--- src/rtl/usr_pkg.sv ---
// Shared definitions for the universal shift register.
//   usr_mode_e : operation select encoding for the 3-bit mode input
//   cnt_width  : width of a counter that must hold values 0..w
package usr_pkg;

    typedef enum logic [2:0] {
        USR_HOLD = 3'b000,
        USR_SHR  = 3'b001,
        USR_SHL  = 3'b010,
        USR_ROR  = 3'b011,
        USR_ROL  = 3'b100,
        USR_ASR  = 3'b101,
        USR_LOAD = 3'b110,
        USR_RSVD = 3'b111
    } usr_mode_e;

    function automatic int cnt_width(input int w);
        return $clog2(w + 1);
    endfunction

endpackage

--- src/rtl/usr_next_mux.sv ---
// Combinational next-state selection for the universal shift register.
// It only decides what the register would become for a given mode. Clear,
// enable and reset priority are applied by the register stage in the top.
// Ports:
//   mode      in   3      operation select (usr_mode_e encoding)
//   q         in   WIDTH  current register contents
//   d         in   WIDTH  parallel load data
//   sin_msb   in   1      serial in for bit WIDTH-1 on SHR
//   sin_lsb   in   1      serial in for bit 0 on SHL
//   cnt       in   CW     current shift count
//   q_next    out  WIDTH  next register contents
//   cnt_next  out  CW     next shift count
//   err_next  out  1      1 when mode is the reserved encoding
module usr_next_mux
    import usr_pkg::*;
#(
    parameter int WIDTH = 8,
    parameter int CW    = 4
) (
    input  logic [2:0]       mode,
    input  logic [WIDTH-1:0] q,
    input  logic [WIDTH-1:0] d,
    input  logic             sin_msb,
    input  logic             sin_lsb,
    input  logic [CW-1:0]    cnt,
    output logic [WIDTH-1:0] q_next,
    output logic [CW-1:0]    cnt_next,
    output logic             err_next
);

    usr_mode_e     mode_e;
    logic [CW-1:0] cnt_inc;

    assign mode_e = usr_mode_e'(mode);

    // Saturate at WIDTH so that drained stays asserted until the next load.
    assign cnt_inc = (cnt == CW'(WIDTH)) ? cnt : cnt + CW'(1);

    always_comb begin
        q_next   = q;
        cnt_next = cnt;
        err_next = 1'b0;
        case (mode_e)
            USR_HOLD: begin
                q_next = q;
            end
            USR_SHR: begin
                q_next   = {sin_msb, q[WIDTH-1:1]};
                cnt_next = cnt_inc;
            end
            USR_SHL: begin
                q_next   = {q[WIDTH-2:0], sin_lsb};
                cnt_next = cnt_inc;
            end
            USR_ROR: begin
                q_next   = {q[0], q[WIDTH-1:1]};
                cnt_next = cnt_inc;
            end
            USR_ROL: begin
                q_next   = {q[WIDTH-2:0], q[WIDTH-1]};
                cnt_next = cnt_inc;
            end
            USR_ASR: begin
                q_next   = {q[WIDTH-1], q[WIDTH-1:1]};
                cnt_next = cnt_inc;
            end
            USR_LOAD: begin
                q_next   = d;
                cnt_next = '0;
            end
            USR_RSVD: begin
                err_next = 1'b1;
            end
            default: begin
                q_next = q;
            end
        endcase
    end

endmodule

--- src/rtl/universal_shift_reg.sv ---
// Universal shift register: hold, logical shift L/R, rotate L/R, arithmetic
// shift right and parallel load, with a count of shifts since the last load
// and a drained flag once every loaded bit has been shifted out.
// Ports:
//   clk          in   1      clock, rising edge
//   async_reset  in   1      asynchronous active-high reset, q <= RESET_VAL
//   en           in   1      clock enable; 0 holds q and shift_cnt
//   sync_clr     in   1      synchronous clear, beats en and mode
//   mode         in   3      operation select (usr_mode_e encoding)
//   d            in   WIDTH  parallel load data
//   sin_msb      in   1      serial in, enters bit WIDTH-1 on SHR
//   sin_lsb      in   1      serial in, enters bit 0 on SHL
//   q            out  WIDTH  register contents
//   sout_lsb     out  1      q[0]
//   sout_msb     out  1      q[WIDTH-1]
//   shift_cnt    out  CW     shifts since last load/clear/reset (saturating)
//   drained      out  1      shift_cnt == WIDTH
//   mode_err     out  1      one-cycle pulse after an enabled reserved mode
module universal_shift_reg
    import usr_pkg::*;
#(
    parameter int               WIDTH     = 8,
    parameter logic [WIDTH-1:0] RESET_VAL = '0,
    localparam int              CW        = cnt_width(WIDTH)
) (
    input  logic             clk,
    input  logic             async_reset,
    input  logic             en,
    input  logic             sync_clr,
    input  logic [2:0]       mode,
    input  logic [WIDTH-1:0] d,
    input  logic             sin_msb,
    input  logic             sin_lsb,
    output logic [WIDTH-1:0] q,
    output logic             sout_lsb,
    output logic             sout_msb,
    output logic [CW-1:0]    shift_cnt,
    output logic             drained,
    output logic             mode_err
);

    logic [WIDTH-1:0] q_next;
    logic [CW-1:0]    cnt_next;
    logic             err_next;

    usr_next_mux #(
        .WIDTH (WIDTH),
        .CW    (CW)
    ) u_next_mux (
        .mode     (mode),
        .q        (q),
        .d        (d),
        .sin_msb  (sin_msb),
        .sin_lsb  (sin_lsb),
        .cnt      (shift_cnt),
        .q_next   (q_next),
        .cnt_next (cnt_next),
        .err_next (err_next)
    );

    // Priority: reset > sync_clr > !en > mode. mode_err is a pulse, so every
    // path that does not take an enabled reserved mode drives it low.
    always_ff @(posedge clk or posedge async_reset) begin
        if (async_reset) begin
            q         <= RESET_VAL;
            shift_cnt <= '0;
            mode_err  <= 1'b0;
        end else if (sync_clr) begin
            q         <= '0;
            shift_cnt <= '0;
            mode_err  <= 1'b0;
        end else if (!en) begin
            mode_err  <= 1'b0;
        end else begin
            q         <= q_next;
            shift_cnt <= cnt_next;
            mode_err  <= err_next;
        end
    end

    assign sout_lsb = q[0];
    assign sout_msb = q[WIDTH-1];
    assign drained  = (shift_cnt == CW'(WIDTH));

endmodule

--- config.mk ---
export PLATFORM = sky130hd
export DESIGN_NAME = universal_shift_reg
export DESIGN_NICKNAME = d
export VERILOG_FILES = /design/src/rtl/usr_pkg.sv /design/src/rtl/usr_next_mux.sv /design/src/rtl/universal_shift_reg.sv
export SDC_FILE = /design/constraint.sdc
export NUM_CORES = 1
export LEC_CHECK = 0
export BUFFER_PORTS_ARGS = -buffer_cell sky130_fd_sc_hd__buf_2
export CAP_MARGIN = 20
export CORE_MARGIN = 2
export CORE_UTILIZATION = 40
export CTS_CLUSTER_DIAMETER = 150
export DETAILED_ROUTE_END_ITERATION = 8
export HOLD_SLACK_MARGIN = 0.03
export PLACE_DENSITY = 0.75
export SLEW_MARGIN = 10
export SYNTH_ARGS = -nofsm -noshare
export SYNTH_HDL_FRONTEND = slang
export SYNTH_SLANG_ARGS = --single-unit
--- constraint.sdc ---
create_clock -name clk -period 1.56 [get_ports clk]
set_input_delay 0.312 -clock clk [delete_from_list [all_inputs] [get_ports clk]]
set_output_delay 0.312 -clock clk [all_outputs]
set_load 0.005 [all_outputs]
==> metrics.csv, run 1 <==
metric;value;unit
leakage;0.6175;nW
Routability Congestion;0.7959;
Post-Route WL;2537;µm
Std-Cell Rows;18;
max-slew violations;0;
Synth Instances;108;
Clock Tree Root;clkbuf_4;
Num CTS Buffers;3;
Starting DRT DRC Count;32;
Async SR Flop Fraction;100.0;%
commonest cells after routing, fill and taps aside;32 x buf_2, 16 x nor2_1, 13 x dfrtp_1;
total power draw;0.8639;mW
Congestion Overflow GR;0;
CTS H-tree lvls;1;
HPWL Detailed;1976;µm
post-layout net count;165;
final setup TNS;0;ns
die area;0.002959;mm²
initial antenna violation count;0;
pin count of the biggest net entering global routing;14;
antenna diode count;0;
largest cells by area after synthesis;dfrtp_1 32%, nor2_1 5.9%, o22a_1 4.3%;
DR DRC count;0;
final hold vios;0;
crit-path max cell delay;0.40;ns
clock-pin slew on the worst setup and hold paths;0.08;ns
routed vias;961;
Max stage delay cell, worst path;dfrtp_1;
max_cap viols;0;
vias in the first global route;959;
Hold-fix buffers, CTS;0;
maximum VDD drop;0.3058;mV
crit-path max FO;2;
CP cell instances;inv_2, ha_4, nand3b_1, inv_1, buf_2;
number of flops mapped to enable cells by yosys;0;
synthesized flop and latch total;13;
top cell type's share of synthesized area;32.02;%
most common library cell in the layout ignoring fill and taps;buf_2;
global-route wire length before repair;4015;µm
# clock sinks;13;
Pwr Density;687.0;mW/mm²
min-delay worst type;in -> async;
Die H;54.40;µm
P&R area growth vs syn;23.77;%
slew margin rel.;63.85;%
clock skew;0.002656;ns
Setup crit start kind;register;
Starting Density;41.77;%
fin crit period;1.461;ns
Filler Cell Count;234;
vias per cell;5.491;
DRT antenna net count;0;
YS warnings;0;
syn nets;127;
share of cells above drive strength 1;42.07;%
IO buf count;32;
Setup-failing EPs final;0;
Clk Latency, worst-skew pair;0.28;ns
Cell Area, Synth;0.001016;mm²
WP data arrival;1.15;ns
CTS tree;yes;
critical path's top delay family;flip-flops;
I/O pin cnt;33;
Post-DP Area;0.001196;mm²
synth unique cells;43;
CP endpoint kind;output port;
die extent in x;54.40;µm
CP required;1.25;ns
Tightest Pin Transition;0.5416;ns
core box area;0.002432;mm²
Crit Path Class;reg -> out;
Total GRT Usage;19.13;%
final period utilization;93.67;%
fmax;0.6843;GHz
ys flop type;dfrtp_1;
sequential share of the synthesized area;32.02;%
Final Instance Area;0.001257;mm²
DR pass1 iterations;4;
area leader, netlist;dfrtp_1;
mean post-synth cell area;9.407;µm²
RSZ-0062 raised after global routing;false;
WP buf/inv;3;
status;completed;
Clock Path Buffers;2;
routed length per placed instance;14.50;µm
## routing by layer
layer	global-route usage (%)	wire, µm
met5	0	0
met4	12.08	55
met1	21.55	1035
met3	4.645	90
met2	32.13	1356
## sequential cells by signal, summed over array words and instances (netlist names)
register,flops
q,8
shift_cnt,4
mode_err,1
## synth_stat cells, drive strengths merged, types with 2 or more instances
| cell type | count |
|---|---|
| mux2i | 2 |
| ha | 2 |
| nand3b | 2 |
| o21ai | 2 |
| nor2b | 4 |
| nor2 | 16 |
| dfrtp | 13 |
| o22ai | 3 |
| nand3 | 4 |
| o22a | 5 |
| nand2 | 9 |
| and3 | 4 |
| o41ai | 5 |
| inv | 7 |
| buf | 7 |
| a21o | 2 |
## repair_timing
item	4_1_cts	5_1_grt
buffers inserted	2	1
hold endpoints to repair	0	0
resized for setup	0	3
cloned	0	0
endpoints found under the setup margin	1	1
## area by class of cell
type                            instances  area (µm²)  area share [%]
Timing Repair Buffer                   42       235.2           18.71
Sequential cell                        13       325.3           25.87
Multi-Input combinational cell         79       606.8           48.26
Inverter                                7       26.28           2.090
Clock buffer                            4       26.28           2.090
Tap cell                               30       37.54           2.985
## power by group
group | switching (mW) | leakage [nW] | internal [mW] | total, mW
registers | 0.0272 | 0.175 | 0.361 | 0.388
clock network | 0.114 | 0.0150 | 0.0992 | 0.214
logic | 0.136 | 0.427 | 0.127 | 0.262
total | 0.277 | 0.617 | 0.587 | 0.864
## stage by stage
step | util (%) | instances | hold WS (ns) | setup WS (ns)
after detailed placement | 49.18 | 168 | 0.3827 | 0.03146
after CTS | 50.87 | 174 | 0.07468 | 0.07426
after global placement | 49.18 | 168 | 0.3682 | 0.1156
after global routing | 51.70 | 175 | 0.09339 | 0.0001337
final | 51.70 | 175 | 0.05905 | 0.09871
after floorplan | - | 108 | 0.1890 | 0.1070
## final timing paths
check,startpoint,endpoint,slack (ns),cells after the start
max,shift_cnt[0]$_DFFE_PP0P_,drained,0.1,5
min,async_reset,q[6]$_DFFE_PP0P_,0.06,2
max reg2reg,shift_cnt[1]$_DFFE_PP0P_,shift_cnt[1]$_DFFE_PP0P_,0.14,7
min reg2reg,q[2]$_DFFE_PP0P_,q[2]$_DFFE_PP0P_,0.55,2
max in group asynchronous,async_reset,q[1]$_DFFE_PP0P_,1.14,2
min in group clk,sync_clr,q[5]$_DFFE_PP0P_,0.39,2
## cell families (layout without fill, tap and decap cells)
family	count (synthesis)	count (layout)	share of synthesized area [%]
fa+ha+maj	2	2	2.463
flops	13	13	32.02
compound gates	27	27	24.63
xor+xnor	1	1	1.601
buf+inv	16	53	9.483
mux	2	2	1.971
simple gates	47	47	27.83
No activity file was read; power rests on OpenSTA's default activity.
==> run 2, diff against run 1 <==
--- a/config.mk
+++ b/config.mk
@@ -12,8 +12,10 @@
 export CTS_CLUSTER_DIAMETER = 150
 export DETAILED_ROUTE_END_ITERATION = 8
 export HOLD_SLACK_MARGIN = 0.03
-export PLACE_DENSITY = 0.75
+export PLACE_DENSITY = 0.73
+export RECOVER_POWER = 100
 export SLEW_MARGIN = 10
 export SYNTH_ARGS = -nofsm -noshare
 export SYNTH_HDL_FRONTEND = slang
+export SYNTH_HIERARCHICAL = 1
 export SYNTH_SLANG_ARGS = --single-unit
==> metrics.csv, run 2 <==
metric;value;unit;change
YS warnings;6;;+6
vias in the first global route;1231;;+28%
DR pass1 iterations;4;;unchanged
antenna diode count;0;;unchanged
RSZ-0062 raised after global routing;true;;
CTS H-tree lvls;1;;unchanged
DRT antenna net count;0;;unchanged
Async SR Flop Fraction;100.0;%;unchanged
Setup-failing EPs final;0;;unchanged
most frequent cell after synthesis;mux2i_1;;
Routability Congestion;0.8112;;+1.9%
leakage;0.8033;nW;+30%
Pint;0.6199;mW;+5.7%
Setup crit start kind;register;;
die extent in x;61.61;µm;+13%
Starting Density;42.78;%;+1.0 points
Psw;0.2972;mW;+7.2%
core box area;0.003103;mm²;+28%
Final Util;53.51;%;+1.8 points
P&R area growth vs syn;25.07;%;
sequential share of the synthesized area;24.51;%;-7.5 points
FF-to-FF setup slack;0.06;ns;-0.08 ns
Min Hold Slack;0.04739;ns;-0.01166 ns
sequential share of power;42.2;%;-2.7 points
IO buf count;32;;unchanged
routed length per placed instance;14.24;µm;-1.8%
Synth Instances;154;;+43%
vias per cell;5.698;;+3.8%
Clock Path Buffers;2;;unchanged
max_cap viols;0;;unchanged
Tightest Pin Transition;0.4839;ns;-0.05775 ns
syn nets;173;;+36%
final hold vios;0;;unchanged
Clock Tree Root;clkbuf_4;;
Die H;61.61;µm;+13%
Starting DRT DRC Count;82;;+160%
commonest cells after routing, fill and taps aside;31 x buf_2, 24 x mux2i_1, 17 x nor2_1;;
power share of the combinational group;36.3;%;+5.9 points
Pwr Density;552.3;mW/mm²;-20%
top cell type's share of synthesized area;24.51;%;-7.5 points
largest registers;q (8), shift_cnt (4), mode_err (1);;
number of flops mapped to enable cells by yosys;0;;unchanged
largest cells by area after synthesis;dfrtp_1 25%, mux2i_1 18%, nor2_1 4.8%;;
routed vias;1339;;+39%
clock-pin slew on the worst setup and hold paths;0.07;ns;about the same
synth cell count leaders;24 x mux2i_1, 17 x nor2_1, 13 x dfrtp_1;;
Num CTS Buffers;3;;unchanged
Total GRT Usage;18.36;%;-0.77 points
Clk Latency, worst-skew pair;0.27;ns;about the same
# clock sinks;13;;unchanged
Congestion Overflow GR;0;;unchanged
synthesized flop and latch total;13;;unchanged
CP required;1.25;ns;about the same
R2R depth;7;;unchanged
ys flop type;dfrtp_1;;
mean post-synth cell area;8.620;µm²;-8.4%
maximum VDD drop;0.3543;mV;+16%
share of cells above drive strength 1;33.51;%;-8.6 points
global-route wire length before repair;5354;µm;+33%
largest register by flop count;q;;
Switching Share;32.40;%;+0.31 points
final period utilization;98.81;%;+5.1 points
CP endpoint kind;output port;;
Clock Power Share;21.6;%;-3.1 points
die area;0.003796;mm²;+28%
Std-Cell Rows;20;;+2
status;completed;;
slew margin rel.;67.71;%;+3.9 points
Reg-to-Reg Start;shift_cnt[0]$_DFFE_PP0P_;;
crit-path max FO;6;;+4
area leader, netlist;dfrtp_1;;
Cell Area, Synth;0.001328;mm²;+31%
Post-Route WL;3347;µm;+32%
CP startpoint;shift_cnt[0]$_DFFE_PP0P_;;
DR DRC count;0;;unchanged
Crit Path Class;reg -> out;;
Filler Cell Count;291;;+24%
min-delay worst type;in -> async;;
fmax;0.6487;GHz;-5.2%
max reg flops;8;;unchanged
most common library cell in the layout ignoring fill and taps;buf_2;;
pin count of the biggest net entering global routing;25;;+11
post-layout net count;211;;+28%
r2r endpoint;shift_cnt[1]$_DFFE_PP0P_;;
clock skew;0.002786;ns;+0.0001292 ns
initial antenna violation count;0;;unchanged
fin crit period;1.541;ns;+0.08016 ns
HPWL Detailed;2401;µm;+21%
CTS tree;yes;;
WP data arrival;1.23;ns;+0.08 ns
max-slew violations;0;;unchanged
synth unique cells;41;;-4.7%
I/O pin cnt;33;;unchanged
run 2: cell count changes in the layout (fill, tap and decap cells not counted), sizes merged, moves of 6 or more:
cell | before | now
a22oi | 0 | 6
o31ai | 0 | 6
buf | 42 | 49
o221ai | 0 | 6
a211o | 1 | 7
mux2i | 2 | 24
run 2: worst max-delay path, cell delays in order, from the launching register on:
cell and delay [ns]:
dfrtp_2 0.46, buf_6 0.14, nor4b_4 0.22, buf_2 0.14
run 2: stage by stage:
step           power [mW]  instances  setup slack (ns)  cell area (µm²)   TNS, ns
5_1_grt            0.9799        235          -0.04406             1660   -0.1380
3_3_place_gp       0.6845        228          -0.01455             1553  -0.02129
3_5_place_dp       0.6983        228          -0.07971             1553   -0.2672
2_1_floorplan      0.6020        154            0.1283             1328         0
6_report           0.9171        235           0.01855             1660         0
4_1_cts            0.9115        235          0.001153             1617         0
run 2: timing repair:
item | CTS | global route
pin swaps | 1 | 0
hold buffers | 0 | 0
setup endpoints to repair | 3 | 5
setup buffers | 3 | 0
gates resized for setup | 4 | 12
run 2: layout make-up:
cell class	instances	area, µm²	share of cell area (%)
Tap cell	44	55.05	3.316
Sequential cell	13	329.1	19.82
Multi-Input combinational cell	118	899.6	54.18
Inverter	5	18.77	1.130
Timing Repair Buffer	51	331.6	19.97
Clock buffer	4	26.28	1.583
run 2: cell families after synthesis:
family                     Yosys count  share of synthesized area, %
buffers and inverters               23                         11.59
and+or+nand+nor                     49                         19.70
DFF                                 13                         24.51
AOI/OAI and AO/OA                   43                         24.22
muxes                               24                         18.10
adders and majority gates            2                         1.885
run 2: how the worst max path moves through the flow:
stage,to,cells past startpoint,slack [ns]
after floorplan,shift_cnt[2]$_DFFE_PP0P_,6,0.13
after global placement,q[6]$_DFFE_PP0P_,7,-0.01
after detailed placement,q[6]$_DFFE_PP0P_,7,-0.08
after CTS,shift_cnt[2]$_DFFE_PP0P_,6,0.001
after global routing,drained,3,-0.04
final,drained,3,0.02
run 2: power by group through the flow:
stage | clock network [mW] | registers (mW) | logic, mW
after global routing | 0.223 | 0.391 | 0.366
after global placement | 0 | 0.390 | 0.295
final | 0.198 | 0.387 | 0.333
after detailed placement | 0 | 0.391 | 0.307
after floorplan | 0 | 0.387 | 0.215
after CTS | 0.207 | 0.386 | 0.318
run 2: layer usage:
layer / part of all wire (%) / wire length (µm) / vias to the layer above / track usage, %
met5: 0 / 0 / - / 0
met4: 1.2 / 40 / 0 / 9.119
met3: 4.5 / 151 / 6 / 1.261
met2: 48 / 1593 / 46 / 28.27
met1: 47 / 1562 / 635 / 25.94
li1: - / - / 652 / -
==> run 3, diff against run 2 <==
--- a/config.mk
+++ b/config.mk
@@ -9,11 +9,14 @@
 export CAP_MARGIN = 20
 export CORE_MARGIN = 2
 export CORE_UTILIZATION = 40
+export CTS_BUF_LIST = sky130_fd_sc_hd__clkbuf_4
 export CTS_CLUSTER_DIAMETER = 150
 export DETAILED_ROUTE_END_ITERATION = 8
+export GPL_TIMING_DRIVEN = 1
 export HOLD_SLACK_MARGIN = 0.03
 export PLACE_DENSITY = 0.73
 export RECOVER_POWER = 100
+export SETUP_SLACK_MARGIN = 0.5
 export SLEW_MARGIN = 10
 export SYNTH_ARGS = -nofsm -noshare
 export SYNTH_HDL_FRONTEND = slang
==> metrics.csv, run 3 (same netlist as run 2, synthesis figures left out) <==
metric;value;unit;change
status;completed;;
Die H;61.61;µm;unchanged
WP buf/inv;1;;-1
Crit Path Class;reg -> out;;
Setup-failing EPs final;0;;unchanged
Routability Congestion;0.8228;;+1.4%
global route hottest layer;met2;;
share of cells above drive strength 1;50.00;%;+16 points
P&R area growth vs syn;46.94;%;
vias per cell;5.775;;+1.3%
Max stage delay cell, worst path;dfrtp_2;;
final hold vios;0;;unchanged
clock-pin slew on the worst setup and hold paths;0.07;ns;about the same
min-delay worst type;in -> async;;
CP required;1.25;ns;about the same
die area;0.003796;mm²;unchanged
pin count of the biggest net entering global routing;24;;-4.0%
Std-Cell Rows;20;;unchanged
max-slew violations;0;;unchanged
CP cell instances;nor4b_2, buf_2;;
global-route wire length before repair;5796;µm;+8.3%
CP endpoint kind;output port;;
DRT antenna net count;0;;unchanged
max reg flops;8;;unchanged
HPWL Detailed;2357;µm;-1.8%
core box area;0.003103;mm²;unchanged
CTS tree;yes;;
post-layout net count;220;;+4.3%
CP startpoint;shift_cnt[1]$_DFFE_PP0P_;;
largest registers;q (8), shift_cnt (4), mode_err (1);;
clock skew;0.006098;ns;+0.003312 ns
maximum VDD drop;0.3984;mV;+12%
Final Instance Area;0.001951;mm²;+17%
fmax;0.6587;GHz;+1.5%
commonest cells after routing, fill and taps aside;23 x mux2i_1, 21 x buf_2, 20 x buf_4;;
slew margin rel.;68.91;%;+1.2 points
Pwr Density;528.5;mW/mm²;-4.3%
crit-path max FO;8;;+2
Num CTS Buffers;3;;unchanged
Tightest Pin Transition;0.4658;ns;-0.01804 ns
IO buf count;32;;unchanged
CP Capture Point;drained;;
met3 Resource Use GR;2.731;%;+1.5 points
Starting Density;42.78;%;unchanged
leakage;0.8872;nW;+10%
CTS H-tree lvls;1;;unchanged
# clock sinks;13;;unchanged
antenna diode count;0;;unchanged
met1 Usage GRT;27.45;%;+1.5 points
Reg-to-Reg Start;shift_cnt[0]$_DFFE_PP0P_;;
Clock Tree Root;clkbuf_4;;
max_cap viols;0;;unchanged
Clk Latency, worst-skew pair;0.26;ns;about the same
DR DRC count;0;;unchanged
Final Util;62.86;%;+9.4 points
fin crit period;1.518;ns;-0.02324 ns
I/O pin cnt;33;;unchanged
WP data arrival;1.21;ns;-0.02 ns
WP depth;2;;-1
die extent in x;61.61;µm;unchanged
FF-to-FF setup slack;0.09;ns;+0.03 ns
routed length per placed instance;16.11;µm;+13%
Total GRT Usage;20.38;%;+2.0 points
Starting DRT DRC Count;79;;-3.7%
Post-Route WL;3930;µm;+17%
Congestion Overflow GR;0;;unchanged
met2 Resource Use GR;32.78;%;+4.5 points
RSZ-0062 raised after global routing;true;;
routed vias;1409;;+5.2%
r2r endpoint;shift_cnt[2]$_DFFE_PP0P_;;
initial antenna violation count;0;;unchanged
final period utilization;97.32;%;-1.5 points
DR pass1 iterations;4;;unchanged
critical path's top delay family;flip-flops;;
crit-path max cell delay;0.48;ns;+0.02 ns
Clock Path Buffers;2;;unchanged
vias in the first global route;1239;;+0.65%
most common library cell in the layout ignoring fill and taps;mux2i_1;;
Hold-fix buffers, CTS;0;;unchanged
largest register by flop count;q;;
Post-DP Area;0.001554;mm²;about the same
R2R depth;7;;unchanged
Setup crit start kind;register;;
run 3: cell count changes in the layout (fill, tap and decap cells not counted), moves of 3 or more:
cell     previous run  this run
o31ai_1             6         3
dfrtp_2             3         8
buf_4              14        20
dfrtp_1            10         5
buf_6               2        16
a22oi_2             0         5
buf_2              31        21
a22oi_1             6         1
run 3: layer usage:
| metal | up-vias | share of wire, % |
|---|---|---|
| li1 | 668 | - |
| met1 | 675 | 46 |
| met2 | 56 | 47 |
| met3 | 10 | 5.5 |
| met4 | 0 | 1.7 |
| met5 | - | 0 |
run 3: per-stage QoR:
step                 TNS, ns  std cells  power (mW)  setup slack (ns)  hold WS, ns
finish                     0        244       1.031           0.04180      0.04557
global route        -0.04922        244       1.096          -0.02636      0.07831
CTS                        0        241      0.9757           0.05013      0.05474
detailed placement   -0.3211        225      0.6957           -0.1641       0.3491
global placement    -0.07986        225      0.6866          -0.06965       0.3408
floorplan                  0        154      0.6150            0.1979       0.1888
run 3: final cells by class:
cell class / count / area (µm²)
clock buffers: 4 / 30.03
fillers: 242 / 1152
inverters: 5 / 18.77
multi-input cells: 118 / 1021
flip-flops and latches: 13 / 335.3
well taps: 44 / 55.05
repair buffers: 60 / 490.5
run 3: worst min-delay path by stage:
stage | to | cells past startpoint
after floorplan | mode_err$_DFF_PP0_ | 1
after global placement | q[1]$_DFFE_PP0P_ | 2
after detailed placement | shift_cnt[3]$_DFFE_PP0P_ | 2
after CTS | mode_err$_DFF_PP0_ | 2
after global routing | q[4]$_DFFE_PP0P_ | 2
final | q[3]$_DFFE_PP0P_ | 2
run 3: power by group:
| part | total [mW] | internal (mW) | switching (mW) | leakage [nW] |
|---|---|---|---|---|
| combinational | 0.429 | 0.226 | 0.203 | 0.704 |
| sequential | 0.392 | 0.355 | 0.0373 | 0.165 |
| clock | 0.209 | 0.116 | 0.0933 | 0.0184 |
run 3: what timing repair did:
| action | in CTS | in global routing |
|---|---|---|
| gates resized for setup | 35 | 22 |
| buffers inserted | 12 | 3 |
| pin swaps | 23 | 12 |
| setup endpoints to repair | 28 | 28 |
